## src/rtl/alu_arbiter.sv

```systemverilog
// ---------------------------------------------------------------------------
// alu_arbiter
//
// Shares one combinational ALU between two requesters:
//   requester 0 = execute stage, requester 1 = branch/address unit.
// Each requester offers a valid/ready channel with two operands and a 9-bit
// packed control word {op_sel[3:0], sub, bool_op[1:0], shift_dir, cmp_sig}.
// The winner's operands and control fields go straight to the ALU. The ALU
// result is captured at the same rising edge into a single registered
// response slot, tagged with the winner's ID.
//
// Parameters:
//   FIXED_PRIO : 0 = round-robin on conflicts, 1 = requester 0 always wins.
//   XLEN       : operand/result width.
//
// Ports:
//   i_clk, i_rst_n                 clock (rising edge), async active-low reset
//   i_reqN_valid / o_reqN_ready    request handshake, N = 0/1
//   i_reqN_op_a, i_reqN_op_b       request operands
//   i_reqN_ctrl                    packed ALU control word
//   o_alu_op_a, o_alu_op_b         operands to the ALU
//   o_alu_op_sel                   one-hot unit select to the ALU
//   o_alu_sub, o_alu_shift_dir,
//   o_alu_cmp_sig, o_alu_bool_op   ALU control fields
//   i_alu_result                   combinational ALU result
//   o_rsp_valid, o_rsp_id,
//   o_rsp_result, i_rsp_ready      response slot handshake
// ---------------------------------------------------------------------------

// ---------------------------------------------------------------------------
// alu_arbiter_chk
//
// Protocol checker bound inside alu_arbiter. Holds only single-cycle
// properties on the handshake and the ALU drive.
//
// Ports:
//   clk, rst_n                      clock and async active-low reset
//   req0_valid, req1_valid          request valids
//   req0_ready, req1_ready          request readies (grants)
//   rsp_valid, rsp_ready            response slot handshake
//   alu_op_sel                      unit select driven to the ALU
// ---------------------------------------------------------------------------
module alu_arbiter_chk (
  input logic       clk,
  input logic       rst_n,
  input logic       req0_valid,
  input logic       req1_valid,
  input logic       req0_ready,
  input logic       req1_ready,
  input logic       rsp_valid,
  input logic       rsp_ready,
  input logic [3:0] alu_op_sel
);

  // Never grant both requesters in one cycle.
  a_one_grant : assert property (@(posedge clk) disable iff (!rst_n)
    !(req0_ready && req1_ready));

  // A grant only goes to a requester that is asking.
  a_ready0_needs_valid : assert property (@(posedge clk) disable iff (!rst_n)
    req0_ready |-> req0_valid);

  a_ready1_needs_valid : assert property (@(posedge clk) disable iff (!rst_n)
    req1_ready |-> req1_valid);

  // A grant only happens when the slot is free or draining this cycle.
  a_grant_needs_room : assert property (@(posedge clk) disable iff (!rst_n)
    (req0_ready || req1_ready) |-> (!rsp_valid || rsp_ready));

  // Without a grant the ALU sees an all-zero unit select.
  a_idle_drive : assert property (@(posedge clk) disable iff (!rst_n)
    !(req0_ready || req1_ready) |-> (alu_op_sel == 4'b0000));

endmodule

module alu_arbiter #(
  parameter int unsigned FIXED_PRIO = 0,
  parameter int unsigned XLEN       = 32
) (
  input  logic            i_clk,
  input  logic            i_rst_n,

  input  logic            i_req0_valid,
  output logic            o_req0_ready,
  input  logic [XLEN-1:0] i_req0_op_a,
  input  logic [XLEN-1:0] i_req0_op_b,
  input  logic [8:0]      i_req0_ctrl,

  input  logic            i_req1_valid,
  output logic            o_req1_ready,
  input  logic [XLEN-1:0] i_req1_op_a,
  input  logic [XLEN-1:0] i_req1_op_b,
  input  logic [8:0]      i_req1_ctrl,

  output logic [XLEN-1:0] o_alu_op_a,
  output logic [XLEN-1:0] o_alu_op_b,
  output logic [3:0]      o_alu_op_sel,
  output logic            o_alu_sub,
  output logic            o_alu_shift_dir,
  output logic            o_alu_cmp_sig,
  output logic [1:0]      o_alu_bool_op,
  input  logic [XLEN-1:0] i_alu_result,

  output logic            o_rsp_valid,
  output logic            o_rsp_id,
  output logic [XLEN-1:0] o_rsp_result,
  input  logic            i_rsp_ready
);

  // Field layout of the packed control word, MSB first.
  typedef struct packed {
    logic [3:0] op_sel;
    logic       sub;
    logic [1:0] bool_op;
    logic       shift_dir;
    logic       cmp_sig;
  } alu_ctrl_t;

  // Splits a raw control word into named fields.
  function automatic alu_ctrl_t unpack_ctrl(input logic [8:0] raw);
    return alu_ctrl_t'(raw);
  endfunction

  // Round-robin only exists when FIXED_PRIO is zero.
  localparam logic USE_RR = (FIXED_PRIO == 32'd0);

  logic            can_accept_s;
  logic            both_valid_s;
  logic            grant0_s;
  logic            grant1_s;
  logic            grant_any_s;
  alu_ctrl_t       ctrl0_s;
  alu_ctrl_t       ctrl1_s;

  logic            rsp_valid_r;
  logic            rsp_id_r;
  logic [XLEN-1:0] rsp_result_r;
  // Requester favoured on the next conflict.
  logic            rr_ptr_r;

  // The slot can take a new result if it is empty or drains this same edge,
  // which keeps one operation per cycle flowing under steady ready.
  assign can_accept_s = !rsp_valid_r || i_rsp_ready;
  assign both_valid_s = i_req0_valid && i_req1_valid;
  assign grant_any_s  = grant0_s || grant1_s;
  assign ctrl0_s      = unpack_ctrl(i_req0_ctrl);
  assign ctrl1_s      = unpack_ctrl(i_req1_ctrl);

  // Grant selection: sole requester wins outright; a conflict goes to the
  // round-robin pointer or to requester 0 under fixed priority. Readies stay
  // low while reset is asserted.
  always_comb begin
    grant0_s = 1'b0;
    grant1_s = 1'b0;
    if (i_rst_n && can_accept_s) begin
      if (both_valid_s) begin
        if (!USE_RR) begin
          grant0_s = 1'b1;
        end else if (rr_ptr_r == 1'b0) begin
          grant0_s = 1'b1;
        end else begin
          grant1_s = 1'b1;
        end
      end else begin
        grant0_s = i_req0_valid;
        grant1_s = i_req1_valid;
      end
    end else begin
      grant0_s = 1'b0;
      grant1_s = 1'b0;
    end
  end

  // ALU drive mux: the granted requester's payload, or all zeros when idle
  // so the ALU sees no unit selected.
  always_comb begin
    o_alu_op_a      = {XLEN{1'b0}};
    o_alu_op_b      = {XLEN{1'b0}};
    o_alu_op_sel    = 4'b0000;
    o_alu_sub       = 1'b0;
    o_alu_bool_op   = 2'b00;
    o_alu_shift_dir = 1'b0;
    o_alu_cmp_sig   = 1'b0;
    if (grant1_s) begin
      o_alu_op_a      = i_req1_op_a;
      o_alu_op_b      = i_req1_op_b;
      o_alu_op_sel    = ctrl1_s.op_sel;
      o_alu_sub       = ctrl1_s.sub;
      o_alu_bool_op   = ctrl1_s.bool_op;
      o_alu_shift_dir = ctrl1_s.shift_dir;
      o_alu_cmp_sig   = ctrl1_s.cmp_sig;
    end else if (grant0_s) begin
      o_alu_op_a      = i_req0_op_a;
      o_alu_op_b      = i_req0_op_b;
      o_alu_op_sel    = ctrl0_s.op_sel;
      o_alu_sub       = ctrl0_s.sub;
      o_alu_bool_op   = ctrl0_s.bool_op;
      o_alu_shift_dir = ctrl0_s.shift_dir;
      o_alu_cmp_sig   = ctrl0_s.cmp_sig;
    end else begin
      o_alu_op_a      = {XLEN{1'b0}};
      o_alu_op_b      = {XLEN{1'b0}};
      o_alu_op_sel    = 4'b0000;
      o_alu_sub       = 1'b0;
      o_alu_bool_op   = 2'b00;
      o_alu_shift_dir = 1'b0;
      o_alu_cmp_sig   = 1'b0;
    end
  end

  // Response slot: capture on grant (a drain in the same edge is implicit),
  // clear on a drain without grant, otherwise hold. Id and result are left
  // untouched on a plain drain.
  always_ff @(posedge i_clk or negedge i_rst_n) begin
    if (!i_rst_n) begin
      rsp_valid_r  <= 1'b0;
      rsp_id_r     <= 1'b0;
      rsp_result_r <= {XLEN{1'b0}};
    end else if (grant_any_s) begin
      rsp_valid_r  <= 1'b1;
      rsp_id_r     <= grant1_s;
      rsp_result_r <= i_alu_result;
    end else if (rsp_valid_r && i_rsp_ready) begin
      rsp_valid_r  <= 1'b0;
    end
  end

  // Round-robin pointer: moves only on a conflict, to the loser, so a sole
  // requester never steals the next turn from the other side.
  always_ff @(posedge i_clk or negedge i_rst_n) begin
    if (!i_rst_n) begin
      rr_ptr_r <= 1'b0;
    end else if (USE_RR && grant_any_s && both_valid_s) begin
      rr_ptr_r <= grant0_s;
    end
  end

  assign o_req0_ready = grant0_s;
  assign o_req1_ready = grant1_s;
  assign o_rsp_valid  = rsp_valid_r;
  assign o_rsp_id     = rsp_id_r;
  assign o_rsp_result = rsp_result_r;

  alu_arbiter_chk u_chk (
    .clk        (i_clk),
    .rst_n      (i_rst_n),
    .req0_valid (i_req0_valid),
    .req1_valid (i_req1_valid),
    .req0_ready (grant0_s),
    .req1_ready (grant1_s),
    .rsp_valid  (rsp_valid_r),
    .rsp_ready  (i_rsp_ready),
    .alu_op_sel (o_alu_op_sel)
  );

endmodule
```

## config.mk

```make
export PLATFORM = sky130hd
export DESIGN_NAME = alu_arbiter
export DESIGN_NICKNAME = d
export VERILOG_FILES = /design/src/rtl/alu_arbiter.sv
export SDC_FILE = /design/constraint.sdc
export NUM_CORES = 1
export LEC_CHECK = 0
export ABC_CLOCK_PERIOD_IN_PS = 2910
export CAP_MARGIN = 0
export CELL_PAD_IN_SITES_DETAIL_PLACEMENT = 0
export CELL_PAD_IN_SITES_GLOBAL_PLACEMENT = 1
export CORE_UTILIZATION = 17
export DETAILED_ROUTE_END_ITERATION = 8
export PLACE_DENSITY_LB_ADDON = 0.1
export SYNTH_ARGS = -nofsm -noshare
export SYNTH_HDL_FRONTEND = slang
export SYNTH_SLANG_ARGS = --single-unit
```

## constraint.sdc

```tcl
create_clock -name i_clk -period 2.91 [get_ports i_clk]
set_clock_uncertainty 0.15 [all_clocks]
set_input_delay 0.291 -clock i_clk [delete_from_list [all_inputs] [get_ports i_clk]]
set_output_delay 0.291 -clock i_clk [all_outputs]
set_load 0.05 [all_outputs]
```

Word level (Yosys, flattened, before mapping):

Cells that the tools add are included.

* reduce and logical (&&, ||, !) cells: 8
* muxes and demuxes: 22

Operator list (number)
* $mux W32: 4
* $mux W1: 14
* $mux W4: 2
* $logic_and A1 B1 Y1: 4
* $mux W2: 2
* $logic_or A1 B1 Y1: 2
* $reduce_bool A2 Y1: 1
* $logic_not A1 Y1: 1

* register bits after elaboration: 35
* word-level logic and storage cells: 34

Depth between registers and ports, before layout:

* word-level depth: 6
* depth in mapped cells: 5

Worst setup path after synthesis:

No wires, ideal clock.

* path kind: register to output
* from: register rsp_valid_r (netlist: o_rsp_valid)
* to: output port o_alu_op_a[23]
* setup slack: 635 ps
* path buffers: 1
* data arrival time: 1834 ps
* cell stages (with the launch flop): 5
* data required time: 2469 ps
* path through: dfrtp_1 nand2b_1 o2111a_1 buf_2 a22o_1

RTL lines
* from (decl): RTL line 135 `logic rsp_valid_r;`
* from (signal assigned): RTL line 216 `rsp_valid_r <= 1'b0;`
* from (signal assigned): RTL line 220 `rsp_valid_r <= 1'b1;`
* from (signal assigned): RTL line 224 `rsp_valid_r <= 1'b0;`
* $logic_not A1 Y1: RTL line 143 `assign can_accept_s = !rsp_valid_r || i_rsp_ready;`
* $logic_or A1 B1 Y1: RTL line 143
* $logic_and A1 B1 Y1: RTL line 155 `if (i_rst_n && can_accept_s) begin`
* $mux W1: RTL line 155
* net o_req1_ready: RTL line 90 `output logic o_req1_ready,`
* $mux W32: RTL line 184 `if (grant1_s) begin`
* to (decl): RTL line 95 `output logic [XLEN-1:0] o_alu_op_a,`

The timed path passes the listed nets, and every way through them passes these cells.

Final worst setup path:

* from: input port i_rst_n
* to: output port o_alu_op_b[28]

* cells in the longest elaborated chain, start to end: 4

RTL lines
* from (decl): RTL line 81 `input logic i_rst_n,`
* $logic_and A1 B1 Y1 *: RTL line 155
* $mux W1: RTL line 155
* $mux W32: RTL line 192 `end else if (grant0_s) begin`
* $mux W32 *: RTL line 184
* to (decl): RTL line 96 `output logic [XLEN-1:0] o_alu_op_b,`

Mark *: on every way between the ends. The rest lies on a longest branch, timed or not.

==> results.sh <==
export IMPL_status="completed"
export IMPL_io_buffers=291
export IMPL_clock_tree_buffer_depth=2
export IMPL_synth_warnings=0
export IMPL_wl_per_cell_um=19.1
export IMPL_min_path_type="primary input to asynchronous set/reset pin"
export IMPL_hold_viol=0
export IMPL_start_kind="primary input"
export IMPL_synthDominantCellAreaShare_pct=41.8
export IMPL_worst_pin_slew_ps=824
export IMPL_netlist_top_cells_area="dfrtp_1, a22o_1, mux2_2"
export IMPL_clock_latency_ps=270
export IMPL_antenna_left=0
export IMPL_cts_tree="yes"
export IMPL_row_count=40
export IMPL_first_pass_iters=6
export IMPL_cts_resized=0
export IMPL_drtIter0Drc=169
export IMPL_cp_max_fo=75
export IMPL_diodes=0
export IMPL_rsz0062_at_grt="no"
export IMPL_multi_input_area_mm2=0.00107
export IMPL_antenna_found_initial=0
export IMPL_core_mm2=0.0120
export IMPL_fmax_ghz=0.396
export IMPL_grt_pass1_wl_um=16500
export IMPL_synth_simple_gate_area_share_pct=1.37
export IMPL_drive_gt1_share_pct=27.3
export IMPL_leakage_nw=2.43
export IMPL_track_usage_pct=17.1
export IMPL_synthToLayoutAreaGrowth_pct=189
export IMPL_clk_pin_slew_ps=50
export IMPL_crit_family="buffers and inverters"
export IMPL_max_cap_violations=0
export IMPL_die_h_um=113
export IMPL_path_cells="dlygate4sd3_1 -> buf_2 -> and4_2 -> buf_12 -> a22o_1 -> buf_12"
export IMPL_synth_nets=353
export IMPL_total_power_mw=3.25
export IMPL_dp_hpwl_um=9310
export IMPL_drv_slew=0
export IMPL_grt_start_max_net_pins=76
export IMPL_first_global_vias=2687
export IMPL_slew_headroom_pct=44.9
export IMPL_crit_top_cell="buf_12"
export IMPL_fill_cells=1076
export IMPL_ir_worst_vdd_mv=0.374
export IMPL_clockRootBuffer="clkbuf_16"
export IMPL_slowest_stage="dlygate4sd3_1"
export IMPL_htreeDepth=2
export IMPL_dp_cells=594
export IMPL_fin_setup_tns_ps=0
export IMPL_postSynthCellCount=170
export IMPL_initial_core_util_pct=17.4
export IMPL_crit_path_end_kind="output port"
export IMPL_syn_area_per_cell_um2=12.3
export IMPL_synth_seq_cells=35
export IMPL_routed_wl_um=11500
export IMPL_routed_via_density=4.37
export IMPL_crit_required_ps=2470
export IMPL_numCtsBuffers=5
export IMPL_ioPinCount=292
export IMPL_ys_types=16
export IMPL_num_vias=2631
export IMPL_synth_largest_area_cell="dfrtp_1"
export IMPL_numClockSinks=35
export IMPL_syn_area_mm2=0.00209
export IMPL_synth_top_family_by_area="compound AO/OA/AOI/OAI gates"
export IMPL_arrival_ps=2080
export IMPL_final_nets=638
export IMPL_setup_viol=0
export IMPL_dieArea_mm2=0.0128
export IMPL_regArea_um2=876
export IMPL_layout_cells_non_filler=602
export IMPL_critPathBufInv=4
export IMPL_min_period_over_period_pct=86.7
export IMPL_muxShareOfSynthArea_pct=17.2
export IMPL_synthXorXnorAreaFrac_pct=0.418
export IMPL_gp_congestion=0.742
export IMPL_layout_commonest_cell="clkdlybuf4s50_1"
export IMPL_p_per_area_mw_per_mm2=537
export IMPL_synth_seq_area_share_pct=41.8
export IMPL_grt_overflow=0
export IMPL_final_cell_mix="clkdlybuf4s50_1, buf_12, a22o_1"
export IMPL_critPathMaxStageDelay_ps=520
export IMPL_synth_adder_area_share_pct=0
export IMPL_drc=0
export IMPL_synth_compound_area_share_pct=32.0
export IMPL_period_minus_slack_ps=2520
export IMPL_crit_type="primary input to output port"
export IMPL_die_w_um=113
-- logic make-up after synthesis --
logic type             Yosys count
AO/OA/AOI/OAI                   76
XOR/XNOR                         1
flip-flops                      35
AND/OR/NAND/NOR                  5
buffers and inverters           21
multiplexers                    32
-- per-layer routing --
metal | GRT usage [%] | share of wire [%] | vias to the layer above | wire [um]
li1 | - | - | 1251 | -
met1 | 18.8 | 35 | 1231 | 4060
met2 | 31.8 | 54 | 138 | 6160
met3 | 5.57 | 9.6 | 11 | 1100
met4 | 3.77 | 1.5 | 0 | 168
met5 | 0 | 0 | - | 0
-- Yosys cell counts --
library cell,instances
o21bai_1,1
nand2b_1,1
inv_1,1
inv_2,1
buf_4,6
o211ai_2,1
o2111a_1,1
dfrtp_1,35
nand2_1,2
nand4_1,1
buf_2,8
xnor2_1,1
mux2_2,32
buf_6,5
a22o_1,73
and4_1,1
-- timing repair --
item,4_1_cts,5_1_grt
setup endpoints to repair,0,0
buffers inserted,0,0
hold endpoints to repair,2,0
hold buffers,1,0
-- state kept, by name (all words and copies together), names as in the netlist --
signal        flops
o_rsp_result     32
o_rsp_valid       1
o_rsp_id          1
rr_ptr_r          1
-- stage by stage --
step	util, %	hold slack (ps)	instance area, um^2	setup slack [ps]
floorplan	-	-155	2090	635
global placement	48.9	-17.5	5870	450
detailed placement	48.9	-20.5	5870	436
CTS	50.3	213	6040	372
global route	50.3	242	6040	293
finish	50.3	229	6040	388
-- area by class of cell --
class | instances | area share [%]
Timing Repair Buffer | 297 | 61.9
Multi-Input combinational cell | 114 | 17.7
Sequential cell | 35 | 14.5
Tap cell | 147 | 3.04
Clock buffer | 5 | 2.07
Clock inverter | 2 | 0.621
Inverter | 2 | 0.124
-- path summary, 6_finish.rpt --
kind,start,endpoint,slack [ps],depth (start not counted)
worst max-delay path,i_rst_n,o_alu_op_b[28],390,6
worst min-delay path,i_rst_n,o_rsp_id,230,2
worst max register to register,o_rsp_valid,o_rsp_result[26],1120,4
worst min register to register,o_rsp_result[5],o_rsp_result[5],350,1
max in group asynchronous,i_rst_n,o_rsp_result[0],1730,3
min in group i_clk,o_rsp_result[5],o_rsp_result[5],350,1
-- report_power, final --
part           switching (mW)  leakage (nW)  internal (mW)
clock                   0.191        0.0759          0.398
combinational            1.07          1.95          0.953
sequential             0.0478         0.410          0.582
Power figures use the tool's default switching activity.
